$ cat src/rtl/bit_serializer.sv
// bit_serializer: accepts a parallel word over valid/ready and shifts it out one bit per cycle.
// Define SER_PARITY_EN to append an even-parity bit (extra PARITY state) to every frame.
module bit_serializer #(
  parameter int WIDTH     = 8,
  parameter bit LSB_FIRST = 1'b0
) (
  input  logic             clk,
  input  logic             rst,
  input  logic             load_valid,
  input  logic [WIDTH-1:0] load_data,
  output logic             load_ready,
  output logic             ser_out,
  output logic             ser_valid,
  output logic             word_done,
  output logic             busy
);

  localparam int CNT_W = $clog2(WIDTH + 1);
  localparam logic [CNT_W-1:0] LAST_IDX = CNT_W'(WIDTH - 1);

`ifdef SER_PARITY_EN
  typedef enum logic [1:0] {IDLE = 2'd0, SHIFT = 2'd1, PARITY = 2'd2} state_e;
`else
  typedef enum logic [0:0] {IDLE = 1'b0, SHIFT = 1'b1} state_e;
`endif

  state_e           state_q, state_d;
  logic [WIDTH-1:0] shift_q, shift_d;
  logic [CNT_W-1:0] cnt_q, cnt_d;
`ifdef SER_PARITY_EN
  logic             parity_q, parity_d;
`endif

  logic             last_data;
  logic             frame_end;
  logic             accept;
  logic [WIDTH-1:0] shifted;

  // Handshake: a word is taken at a rising edge where load_valid && load_ready.
  // load_ready is high in IDLE and in the final bit cycle of a frame, never during rst.
  assign last_data = (state_q == SHIFT) && (cnt_q == LAST_IDX);
`ifdef SER_PARITY_EN
  assign frame_end = (state_q == PARITY);
`else
  assign frame_end = last_data;
`endif
  assign load_ready = !rst && ((state_q == IDLE) || frame_end);
  assign accept     = load_valid && load_ready;
  assign shifted    = LSB_FIRST ? (shift_q >> 1) : (shift_q << 1);
  assign busy       = (state_q != IDLE);
  assign word_done  = frame_end;

  always_comb begin
    state_d   = state_q;
    shift_d   = shift_q;
    cnt_d     = cnt_q;
`ifdef SER_PARITY_EN
    parity_d  = parity_q;
`endif
    ser_out   = 1'b0;
    ser_valid = 1'b0;

    case (state_q)
      SHIFT: begin
        ser_valid = 1'b1;
        ser_out   = LSB_FIRST ? shift_q[0] : shift_q[WIDTH-1];
        shift_d   = shifted;
        cnt_d     = cnt_q + CNT_W'(1);
        if (last_data) begin
          cnt_d = '0;
`ifdef SER_PARITY_EN
          state_d = PARITY;
`else
          state_d = IDLE;
`endif
        end
      end
`ifdef SER_PARITY_EN
      PARITY: begin
        ser_valid = 1'b1;
        ser_out   = parity_q;
        state_d   = IDLE;
      end
`endif
      default: ;
    endcase

    // A new word overrides the return to IDLE, giving back-to-back frames.
    if (accept) begin
      state_d  = SHIFT;
      shift_d  = load_data;
      cnt_d    = '0;
`ifdef SER_PARITY_EN
      parity_d = ^load_data;
`endif
    end
  end

  always_ff @(posedge clk) begin
    if (rst) begin
      state_q  <= IDLE;
      shift_q  <= '0;
      cnt_q    <= '0;
`ifdef SER_PARITY_EN
      parity_q <= 1'b0;
`endif
    end else begin
      state_q  <= state_d;
      shift_q  <= shift_d;
      cnt_q    <= cnt_d;
`ifdef SER_PARITY_EN
      parity_q <= parity_d;
`endif
    end
  end

endmodule

$ cat config.mk
export PLATFORM = sky130hd
export DESIGN_NAME = bit_serializer
export DESIGN_NICKNAME = d
export VERILOG_FILES = /design/src/rtl/bit_serializer.sv
export SDC_FILE = /design/constraint.sdc
export NUM_CORES = 1
export LEC_CHECK = 0
export CAP_MARGIN = 20
export CORE_MARGIN = 5
export CORE_UTILIZATION = 42
export CTS_CLUSTER_SIZE = 20
export DETAILED_ROUTE_END_ITERATION = 8
export PLACE_DENSITY = 0.79
export SLEW_MARGIN = 20
export SYNTH_ARGS = -nofsm -noshare
export SYNTH_HDL_FRONTEND = slang
export SYNTH_SLANG_ARGS = --single-unit
export TNS_END_PERCENT = 1
$ cat constraint.sdc
create_clock -name clk -period 1.3 [get_ports clk]
set_clock_uncertainty 0.05 [all_clocks]
set_input_delay 0.26 -clock clk [delete_from_list [all_inputs] [get_ports clk]]
set_output_delay 0.26 -clock clk [all_outputs]
set_load 0.005 [all_outputs]
* Word-level counts from Yosys, hierarchy flattened
Index checks and enable logic that the tools add are counted.
** Word-level totals
- Register bits after elaboration :: 13
- Bits of input ports :: 11
- Output and inout port bits :: 5
- Word-level logic and storage cells :: 21
** Cells by class
- $add $sub $neg :: 1
- Equal/unequal tests :: 1
- Muxes and demuxes :: 8
- Bitwise logic cells :: 1
- Reductions and logical operators :: 7
** Operator list (count)
- $mux W8 :: 2
- $mux W1 :: 5
- $add A4 B1 Y4 const B :: 1
- $eq A4 B3 Y1 const B :: 1
- $mux W4 :: 1
- $logic_and A1 B1 Y1 :: 3
- $reduce_bool A2 Y1 :: 1
- $reduce_or A2 Y1 :: 1
- $logic_not A1 Y1 :: 1
- $logic_or A1 B1 Y1 :: 1
- $not A1 Y1 :: 1

* Longest topological paths before layout
- Depth after elaboration :: 6
- Depth in mapped cells :: 5
- Depth with buffers taken out :: 4

* Least setup slack after synthesis
Ideal clock, no wire load.
- Path kind :: reg2reg
- From :: register cnt_q[0]
- To :: register shift_q[1]
- Library setup time :: 0.119 ns
- Data arrival time :: 1.121 ns
- Data required time :: 1.131 ns
- Path slack :: 0.010 ns
- Stages on the path, launching flop included :: 5
- Path buffers :: 0
- Period minus slack after synthesis :: 1.290 ns
- Cell sequence :: dfxtp_1 ha_1 nand3b_1 nand2_2 o221a_2
** Between the ends
- Cells in the longest elaborated chain, start to end :: 6
- Elaborated cells on any way between the ends :: 7
- Classes of those cells :: eq/ne: 1; mux: 1; reduce/logical: 5
** RTL lines
- start: declaration :: RTL line 29 : logic [CNT_W-1:0] cnt_q, cnt_d;
- start signal: assignment :: RTL line 110 : cnt_q <= cnt_d;
- $eq A4 B3 Y1 * :: RTL line 41 : assign last_data = (state_q == SHIFT) && (cnt_q == LAST_IDX);
- $logic_and A1 B1 Y1 * :: RTL line 41
- $logic_or A1 B1 Y1 * :: RTL line 47 : assign load_ready = !rst && ((state_q == IDLE) || frame_end);
- $logic_and A1 B1 Y1 * :: RTL line 47
- $logic_and A1 B1 Y1 * :: RTL line 48 : assign accept = load_valid && load_ready;
- $mux W8 or $reduce_bool A2 Y1 (tied branches)
- end signal: assignment :: RTL line 109 : shift_q <= shift_d;
- end: declaration :: RTL line 28 : logic [WIDTH-1:0] shift_q, shift_d;
Every way passes the cells marked *; elsewhere a longest branch is shown, timed or not.
A chain may end at the register's enable or synchronous reset.

* Worst setup path in the final report
- From :: register cnt_q[1]
- To :: output load_ready
** Between the ends
- Cells in the longest elaborated chain, start to end :: 4
** RTL lines
- $eq A4 B3 Y1 :: RTL line 41
- $logic_and A1 B1 Y1 :: RTL line 41
- $logic_or A1 B1 Y1 :: RTL line 47
- $logic_and A1 B1 Y1 :: RTL line 47
- end: declaration :: RTL line 11 : output logic load_ready,
No other way between the ends.

==> impl_metrics.toml <==
[clock_network]
clock_path_buffers = 2
cts-root-buf = "clkbuf_4"
cts.htree.levels = 1
worstSkewPairLatency_ns = 0.29
cts_tree = "yes"
cts_sinks = 13
hold_buffers = 0
cts_inserted_buffers = 3
clk_pin_slew_ns = 0.08

[routing]
highest_layer = "met4"
post-route-drc-count = 0
met2_length_mm = 1.01
postRouteAntennaNets = 0
via_per_inst = 5.66
wl_met3_um = 80
wire_per_inst_um = 15.8
drt-total-wl_mm = 1.88
drtIter0Drc = 18
m1WireLength_um = 739
firstDrtPassIters = 4
routed-via-count = 674

[sta]
slew_headroom_pct = 82.3
drv_slew = 0
max_freq_mhz = 677
fin_ws_ns = -0.177
tightest_slew_ns = 0.265
hold_violations = 0
period_share_pct = 114
layout_min_cycle_time_ns = 1.48
fin_setup_tns_ns = -1.54
rsz0062_at_grt = "yes"
setup_viol = 15
whs_ns = 0.519

[setup_path]
cp_max_fo = 3
critPathKind = "flip-flop to primary output"
end_kind = "primary output"
r2r-start = "cnt_q[1]$_SDFFE_PP0P_"
start_kind = "flip-flop"
critPathLaunch = "cnt_q[1]$_SDFFE_PP0P_"
required_ns = 0.99
arrival_ns = 1.17

[worst_hold_path]
hp-class = "flip-flop to flip-flop"
hp-start = "shift_q[1]$_SDFFE_PP0P_"

[logic_synthesis]
synth_area_leaders = "dfxtp_1 (39%), o221a_2 (12%), mux2i_1 (10%)"
yosys.area.top_type = "dfxtp_1"
synth_most_common_cell = "dfxtp_1"
netlist_instances = 68
ys_async_sr_fraction_pct = 0
yosys_register_bits = 13
ys.flop_type = "dfxtp_1"
syn_area_sq_um = 676
synth.top_cells.by_count = "dfxtp_1 (13), a21oi_1 (11), mux2i_1 (7), o221a_2 (7), nor2_1 (4)"
synthDistinctLibCells = 28
synth-edff-count = 0
yosysWarningCount = 0
synth_top_cell_area_share_pct = 38.5
synth.net_count = 80
yosysSeqAreaShare_pct = 38.5
synth.avg_cell_area_sq_um = 9.94

[run_status]
failed_checks = "setup timing"
status = "finished with violations"

[global_route]
grt_use_total_pct = 15.7
antenna_found_initial = 0
overflow = 0
grt_max_degree = 14
grt_pass1_wl_mm = 2.97
grt_pass1_vias = 663

[power_and_ir_drop]
seqPwrFrac_pct = 48.6
intPower_mw = 0.660
pwr-share-clk_pct = 28.6
p_sw_share_pct = 27.3
vdd.ir_drop.worst_mv = 0.638
p_leak_nw = 0.446
powerDensity_mw_per_mm2 = 875
netSwitchingPower_mw = 0.248
p_comb_share_pct = 22.8

[placement]
gp_congestion = 0.819
post-place-ws_ns = -0.362
portBuffers = 15
hpwl_mm = 1.27

[floorplan]
die_x_um = 50.1
dieArea_sq_mm = 0.00251
rows = 14
io_pins = 16
core-area_sq_mm = 0.00152
dieHeight_um = 50.1
start_util_pct = 44.3

[final_layout]
final_util_pct = 68.1
final_nets = 116
drive_above_1_share_pct = 43.7
area_growth_pct = 53.7
multi_input_area_sq_um = 420
seqCellArea_sq_um = 267
nFillCells = 129
diodes = 0

[job]
maxCapViolCount = 0
-- stage by stage --
stage | power (mW) | cells | area (sq um)
final | 0.909 | 119 | 1040
after global routing | 0.956 | 119 | 1040
after CTS | 0.898 | 117 | 991
after detailed placement | 0.632 | 110 | 931
after global placement | 0.625 | 110 | 931
after floorplan | 0.545 | 68 | 676
-- logic make-up (layout without fill, tap and decap cells) --
kind of cell	Yosys count	count (layout)	synth area share [%]
buffers and inverters	8	43	6.85
adder cells (fa/ha/maj)	1	1	1.85
XOR/XNOR	1	1	1.30
AO/OA/AOI/OAI	23	23	26.7
multiplexers	8	8	12.0
flip-flops	13	13	38.5
AND/OR/NAND/NOR	14	14	12.8
-- critical path, cell delays in order, from the launching register on --
cell and delay [ns]:
dfxtp_2 0.36, ha_4 0.14, nand3b_1 0.11, a21oi_1 0.16, buf_2 0.13
-- power groups by stage --
stage	combinational [mW]	sequential (mW)	clock, mW
2_1_floorplan	0.0997	0.445	0
3_3_place_gp	0.177	0.448	0
3_5_place_dp	0.182	0.450	0
4_1_cts	0.191	0.439	0.268
5_1_grt	0.224	0.445	0.288
6_report	0.207	0.442	0.260
-- metal layers --
metal | GRT usage (%) | vias up
met5 | 0 | -
met4 | 10.0 | 0
met3 | 4.52 | 6
met2 | 26.4 | 23
met1 | 16.8 | 314
li1 | - | 331
-- registers in the layout, indices dropped and copies added (netlist names) --
| name | count |
|---|---|
| busy | 1 |
| cnt_q | 4 |
| shift_q | 8 |
-- cells in the final DEF (no fill, tap or decap), drive strengths merged --
cell type	netlist	layout
clkbuf	2	7
or3	1	1
nor2	4	4
o221a	7	7
nand3	1	1
nand4	1	1
o211ai	1	1
o21ai	1	1
mux2	1	1
a31oi	1	1
and3b	1	1
nand2	2	2
ha	1	1
a21oi	11	11
buf	3	23
and2	1	1
inv	2	2
dfxtp	13	13
a221oi	1	1
clkinv	1	1
a32oi	1	1
xor2	1	1
clkdlybuf4s50	0	10
nand3b	1	1
nor3b	2	2
mux2i	7	7
-- what timing repair did --
| item | 4_1_cts | 5_1_grt |
|---|---|---|
| setup endpoints to repair | 14 | 17 |
| resized for setup | 21 | 10 |
| hold endpoints to repair | 0 | 0 |
| pin swaps | 8 | 3 |
| setup buffers | 3 | 2 |
| cloned | 0 | 0 |
-- final cells by class --
type / count / share of cell area [%]
repair buffers: 36 / 28.3
inverters: 3 / 1.08
clock buffers: 4 / 2.53
multi-input cells: 47 / 40.5
flip-flops and latches: 13 / 25.7
well taps: 16 / 1.93
-- worst paths after layout --
kind	slack, ns	end	cells past startpoint
worst max-delay path	-0.18	load_ready	4
worst min-delay path	0.52	shift_q[2]$_SDFFE_PP0P_	1
worst max register to register	-0.14	shift_q[3]$_SDFFE_PP0P_	7
worst min register to register	0.52	shift_q[2]$_SDFFE_PP0P_	1
(Power assumes the default switching activity.)
